==> src/rtl/encoder8x3_pri_if.sv <==
// Handshake and status bundle for the sequential 8-to-3 priority encoder.
// The slave side is the encoder; the master side is the request source / consumer.
interface encoder8x3_pri_if;
    logic       en;
    logic [7:0] req;
    logic [2:0] out_code;
    logic       out_valid;
    logic       out_ready;
    logic [7:0] pending;
    logic       lost;

    modport slave (
        input  en,
        input  req,
        input  out_ready,
        output out_code,
        output out_valid,
        output pending,
        output lost
    );

    modport master (
        output en,
        output req,
        output out_ready,
        input  out_code,
        input  out_valid,
        input  pending,
        input  lost
    );
endinterface

==> src/rtl/encoder8x3_pri.sv <==
// Sequential 8-to-3 priority encoder.
// Request strobes are latched into a pending register; one index at a time is
// offered on a valid/ready handshake and its pending bit is cleared on accept.
module encoder8x3_pri #(
    parameter bit HIGH_FIRST = 1'b1
) (
    input  logic                    clk,
    input  logic                    rst,
    encoder8x3_pri_if.slave         bus
);
    localparam logic [0:0] IDLE = 1'b0;
    localparam logic [0:0] HOLD = 1'b1;

    logic [0:0] r_state;
    logic [7:0] r_pending;
    logic [2:0] r_code;
    logic       r_lost;

    logic       w_accept;
    logic [7:0] w_clr;
    logic [7:0] w_rem;
    logic [7:0] w_pending_nxt;
    logic       w_lost_set;

    // Priority pick over a pending vector; the last hit in scan order wins.
    function automatic logic [2:0] f_select(input logic [7:0] v);
        logic [2:0] idx;
        idx = 3'd0;
        if (HIGH_FIRST) begin
            for (int i = 0; i < 8; i++)
                if (v[i]) idx = i[2:0];
        end else begin
            for (int i = 7; i >= 0; i--)
                if (v[i]) idx = i[2:0];
        end
        return idx;
    endfunction

    // Accept clears the presented bit; a same-cycle request re-sets it, and a
    // request hitting a still-pending bit is counted as lost.
    always_comb begin
        w_accept      = (r_state == HOLD) && bus.out_ready;
        w_clr         = w_accept ? (8'b1 << r_code) : 8'b0;
        w_rem         = r_pending & ~w_clr;
        w_pending_nxt = bus.en ? (w_rem | bus.req) : w_rem;
        w_lost_set    = bus.en && |(bus.req & w_rem);
    end

    // Pending register and sticky loss flag.
    always_ff @(posedge clk or posedge rst) begin
        if (rst) begin
            r_pending <= 8'h00;
            r_lost    <= 1'b0;
        end else begin
            r_pending <= w_pending_nxt;
            if (w_lost_set) r_lost <= 1'b1;
        end
    end

    // Presentation FSM: selection uses only the registered pending vector, so a
    // request arriving this cycle never preempts or joins the current pick.
    always_ff @(posedge clk or posedge rst) begin
        if (rst) begin
            r_state <= IDLE;
            r_code  <= 3'd0;
        end else begin
            case (r_state)
                IDLE: begin
                    if (bus.en && (r_pending != 8'h00)) begin
                        r_code  <= f_select(r_pending);
                        r_state <= HOLD;
                    end
                end
                HOLD: begin
                    if (w_accept) begin
                        if (bus.en && (w_rem != 8'h00)) begin
                            r_code <= f_select(w_rem);
                        end else begin
                            r_state <= IDLE;
                        end
                    end
                end
                default: r_state <= IDLE;
            endcase
        end
    end

    assign bus.out_code  = r_code;
    assign bus.out_valid = (r_state == HOLD);
    assign bus.pending   = r_pending;
    assign bus.lost      = r_lost;
endmodule

==> src/flat_wrapper.sv <==
// flat-port wrapper written by rule: the top's interface ports become plain ports
module encoder8x3_pri_flat 
#(
    parameter bit HIGH_FIRST = 1'b1
)
  (clk, rst, bus_en, bus_req, bus_out_ready, bus_out_code, bus_out_valid, bus_pending, bus_lost);
  encoder8x3_pri_if bus_i ();
  input  logic clk;
  input  logic rst;
  input wire logic [$bits(bus_i.en)-1:0] bus_en;
  input wire logic [$bits(bus_i.req)-1:0] bus_req;
  input wire logic [$bits(bus_i.out_ready)-1:0] bus_out_ready;
  output wire logic [$bits(bus_i.out_code)-1:0] bus_out_code;
  output wire logic [$bits(bus_i.out_valid)-1:0] bus_out_valid;
  output wire logic [$bits(bus_i.pending)-1:0] bus_pending;
  output wire logic [$bits(bus_i.lost)-1:0] bus_lost;
  assign bus_i.en = bus_en;
  assign bus_i.req = bus_req;
  assign bus_i.out_ready = bus_out_ready;
  assign bus_out_code = bus_i.out_code;
  assign bus_out_valid = bus_i.out_valid;
  assign bus_pending = bus_i.pending;
  assign bus_lost = bus_i.lost;
  encoder8x3_pri #(.HIGH_FIRST(HIGH_FIRST)) u_core (.clk(clk), .rst(rst), .bus(bus_i));
endmodule
==> config.mk <==
export PLATFORM = sky130hd
export DESIGN_NAME = encoder8x3_pri_flat
export DESIGN_NICKNAME = d
export VERILOG_FILES = /design/src/rtl/encoder8x3_pri_if.sv /design/src/rtl/encoder8x3_pri.sv /design/src/flat_wrapper.sv
export SDC_FILE = /design/constraint.sdc
export NUM_CORES = 1
export LEC_CHECK = 0
export ABC_AREA = 1
export CORE_MARGIN = 2
export CORE_UTILIZATION = 30
export DETAILED_ROUTE_END_ITERATION = 8
export HOLD_SLACK_MARGIN = 0.12
export PLACE_DENSITY = 0.65
export RECOVER_POWER = 100
export SYNTH_ARGS = -nofsm -noshare
export SYNTH_HDL_FRONTEND = slang
export SYNTH_SLANG_ARGS = --single-unit
==> constraint.sdc <==
create_clock -name clk -period 2.7 [get_ports clk]
set_input_delay 0.675 -clock clk [delete_from_list [all_inputs] [get_ports clk]]
set_output_delay 0.675 -clock clk [all_outputs]
set_load 0.03 [all_outputs]
==> impl_metrics.sql <==
INSERT INTO impl_metrics (metric_group, metric, value, unit) VALUES
('run_status', 'status', 'finished, final reports clean', ''),
('grt', 'grt_start_max_net_pins', '14', ''),
('cells_and_area', 'nFillCells', '257', ''),
('routing', 'drc', '0', ''),
('clock_tree', 'path_clk_slew', '0.08', 'ns'),
('clock_tree', 'clock_tree_from_tritoncts', 'done', ''),
('floorplan', 'ios', '25', ''),
('placed_design', 'place.detailed.hpwl', '1520', 'um'),
('timing', 'worst_clock_skew', '0.000617', 'ns'),
('clock_tree', 'cts_made_buffers', '3', ''),
('clock_tree', 'numClockSinks', '13', ''),
('logic_synthesis', 'ys_ff_latch', '13', ''),
('cells_and_area', 'layout.cells.most_common', 'sky130_fd_sc_hd__nand2_1', ''),
('cells_and_area', 'area_growth_syn_to_layout', '36.1', '%'),
('timing', 'drv_slew', '0', ''),
('routing', 'firstDrtPassIters', '4', ''),
('routing', 'drt_first_iter_violations', '6', ''),
('logic_synthesis', 'synth_compound_gate_area_share', '11.0', '%'),
('logic_synthesis', 'synth.area.mux_share', '0', '%'),
('grt', 'globalRoute.totalOverflow', '0', ''),
('cells_and_area', 'antenna_cells_inserted', '0', ''),
('placed_design', 'io_buffer_count', '24', ''),
('placed_design', 'placed_cell_count', '162', ''),
('power_and_ir_drop', 'cellLeakagePower', '0.000489', 'uW'),
('clock_tree', 'cts_root_buffer', 'sky130_fd_sc_hd__clkbuf_4', ''),
('timing', 'hold_slack', '0.470', 'ns'),
('timing', 'final_min_period', '2.28', 'ns'),
('floorplan', 'die_height', '54.8', 'um'),
('grt', 'initial_antenna_violation_count', '0', ''),
('cells_and_area', 'final_cell_mix', 'sky130_fd_sc_hd__nand2_1, sky130_fd_sc_hd__inv_1, sky130_fd_sc_hd__dlygate4sd3_1, sky130_fd_sc_hd__dfrtp_1', ''),
('logic_synthesis', 'synth_fp_nets', '120', ''),
('cells_and_area', 'multiInputGateArea', '352', 'um2'),
('clock_tree', 'cts-hold-fix-buffers', '0', ''),
('timing', 'timing.setup.tns', '0', 'ns'),
('clock_tree', 'cts_repair_resize_count', '0', ''),
('logic_synthesis', 'synth_fa_ha_area_share', '0', '%'),
('floorplan', 'floorplan.initialDensity', '31.5', '%'),
('grt', 'grt_pass1_vias', '738', ''),
('setup_path', 'launching_element_type_of_the_critical_path', 'input pin', ''),
('job', 'maxCapViolations', '0', ''),
('logic_synthesis', 'post_synth_num_cell_types', '14', ''),
('routing', 'met3_length', '121', 'um'),
('routing', 'wl_met1', '926', 'um'),
('clock_tree', 'maximum_level_of_the_cts_h_tree', '1', ''),
('logic_synthesis', 'synthesis.yosys.warnings', '0', ''),
('routing', 'post_detailed_route_count_of_antenna_violating_nets', '0', ''),
('timing', 'finalCritPeriodShare', '84.6', '%'),
('hold_path', 'hold_path_class', 'flop to flop', ''),
('timing', 'rsz0062_at_grt', 'no', ''),
('timing', 'fmax', '0.438', 'GHz'),
('routing', 'detailroute.via_count', '748', ''),
('setup_path', 'arrival', '2.46', 'ns'),
('setup_path', 'cp.required', '2.87', 'ns'),
('timing', 'count_of_final_hold_check_violations', '0', ''),
('setup_path', 'timing.critical_path.fanout_max', '5', ''),
('logic_synthesis', 'yosys.area_share.xor_xnor', '0', '%'),
('timing', 'setup_viol', '0', ''),
('clock_tree', 'post_cts.repair.setup_buffers', '0', ''),
('routing', 'drt-wirelength-per-cell', '11.2', 'um'),
('timing', 'normalized_max_slew_margin', '65.5', '%'),
('logic_synthesis', 'mean_instance_size_in_the_synthesized_netlist', '7.16', 'um2'),
('clock_tree', 'cts.path.max_buffers', '2', ''),
('setup_path', 'timing.setup.critical_path_class', 'input pin to flop', ''),
('logic_synthesis', 'mappedNetlistArea', '773', 'um2'),
('floorplan', 'floorplan.die_area', '0.00300', 'mm2'),
('routing', 'viasPerCell', '4.51', ''),
('cells_and_area', 'nets', '149', ''),
('cells_and_area', 'seq_area', '325', 'um2'),
('grt', 'grt_pass1_wl', '3110', 'um'),
('grt', 'grtUsageTotal', '14.7', '%'),
('logic_synthesis', 'combinational_family_with_the_most_area_after_synthesis', 'simple AND/OR/NAND/NOR gates', '');
==> sequential cells by signal (all words and copies together), names as in the netlist <==
register	count
u_core.bus.pending	8
u_core.bus.lost	1
u_core.bus.out_valid	1
u_core.bus.out_code	3
==> final timing paths <==
kind / cells after the start / end / slack (ns) / from
min in group asynchronous: 2 / u_core.bus.pending[5] / 0.86 / rst
setup reg to reg: 11 / u_core.bus.out_code[2] / 0.95 / u_core.bus.out_valid
hold reg to reg: 2 / u_core.bus.lost / 0.47 / u_core.bus.lost
hold / removal: 2 / u_core.bus.lost / 0.47 / u_core.bus.lost
max in group asynchronous: 2 / u_core.bus.pending[7] / 1.49 / rst
setup / recovery: 12 / u_core.bus.out_code[2] / 0.42 / bus_out_ready
==> where the power goes <==
| group | switching [uW] | internal (uW) |
|---|---|---|
| logic | 204 | 119 |
| registers | 46.3 | 234 |
| clock network | 64.1 | 57.3 |
==> synthesized netlist by cell type, drive strengths merged <==
| master | n | area (um2) |
|---|---|---|
| a21oi | 3 | 15.0 |
| dfrtp | 13 | 325 |
| inv | 19 | 71.3 |
| nand2 | 41 | 179 |
| nand3 | 8 | 52.6 |
| nor2 | 10 | 47.5 |
| nor4 | 2 | 12.5 |
| o21ai | 8 | 40.0 |
| o21bai | 1 | 11.3 |
| o22ai | 3 | 18.8 |
==> per-layer routing <==
layer | vias up | GRT usage [%]
li1 | 391 | -
met1 | 334 | 19.2
met2 | 23 | 22.8
met3 | 0 | 6.28
met4 | 0 | 2.50
met5 | - | 0
==> worst max-delay path, stage by stage <==
cell and delay (ns):
sky130_fd_sc_hd__dlygate4sd3_1 0.56, sky130_fd_sc_hd__nand2_1 0.11, sky130_fd_sc_hd__nor2_1 0.26, sky130_fd_sc_hd__nand2_1 0.10, sky130_fd_sc_hd__nand2_1 0.13, sky130_fd_sc_hd__nand2_1 0.09, sky130_fd_sc_hd__nor2_1 0.13, sky130_fd_sc_hd__nand2_2 0.07
sky130_fd_sc_hd__nand3_1 0.17, sky130_fd_sc_hd__nand2_4 0.07, sky130_fd_sc_hd__nand2_1 0.06, sky130_fd_sc_hd__nand2_1 0.05
==> layout make-up <==
cell class                      instances  area share [%]
Timing Repair Buffer                   24            22.8
Inverter                               19            6.78
Multi-Input combinational cell         76            33.4
Tap cell                               30            3.57
Clock buffer                            4            2.50
Sequential cell                        13            30.9
==> per-stage QoR <==
step           power (uW)  instance area [um2]  setup WS (ns)
4_1_cts               756                 1080          0.576
3_5_place_dp          632                 1050          0.436
6_report              724                 1050          0.416
2_1_floorplan         494                  773           1.07
3_3_place_gp          628                 1050          0.445
5_1_grt               778                 1050          0.292
==> cells by family after synthesis <==
kind of cell | after synthesis
simple gates | 61
compound gates | 15
buf+inv | 19
flops | 13
(Power assumes the default switching activity.)
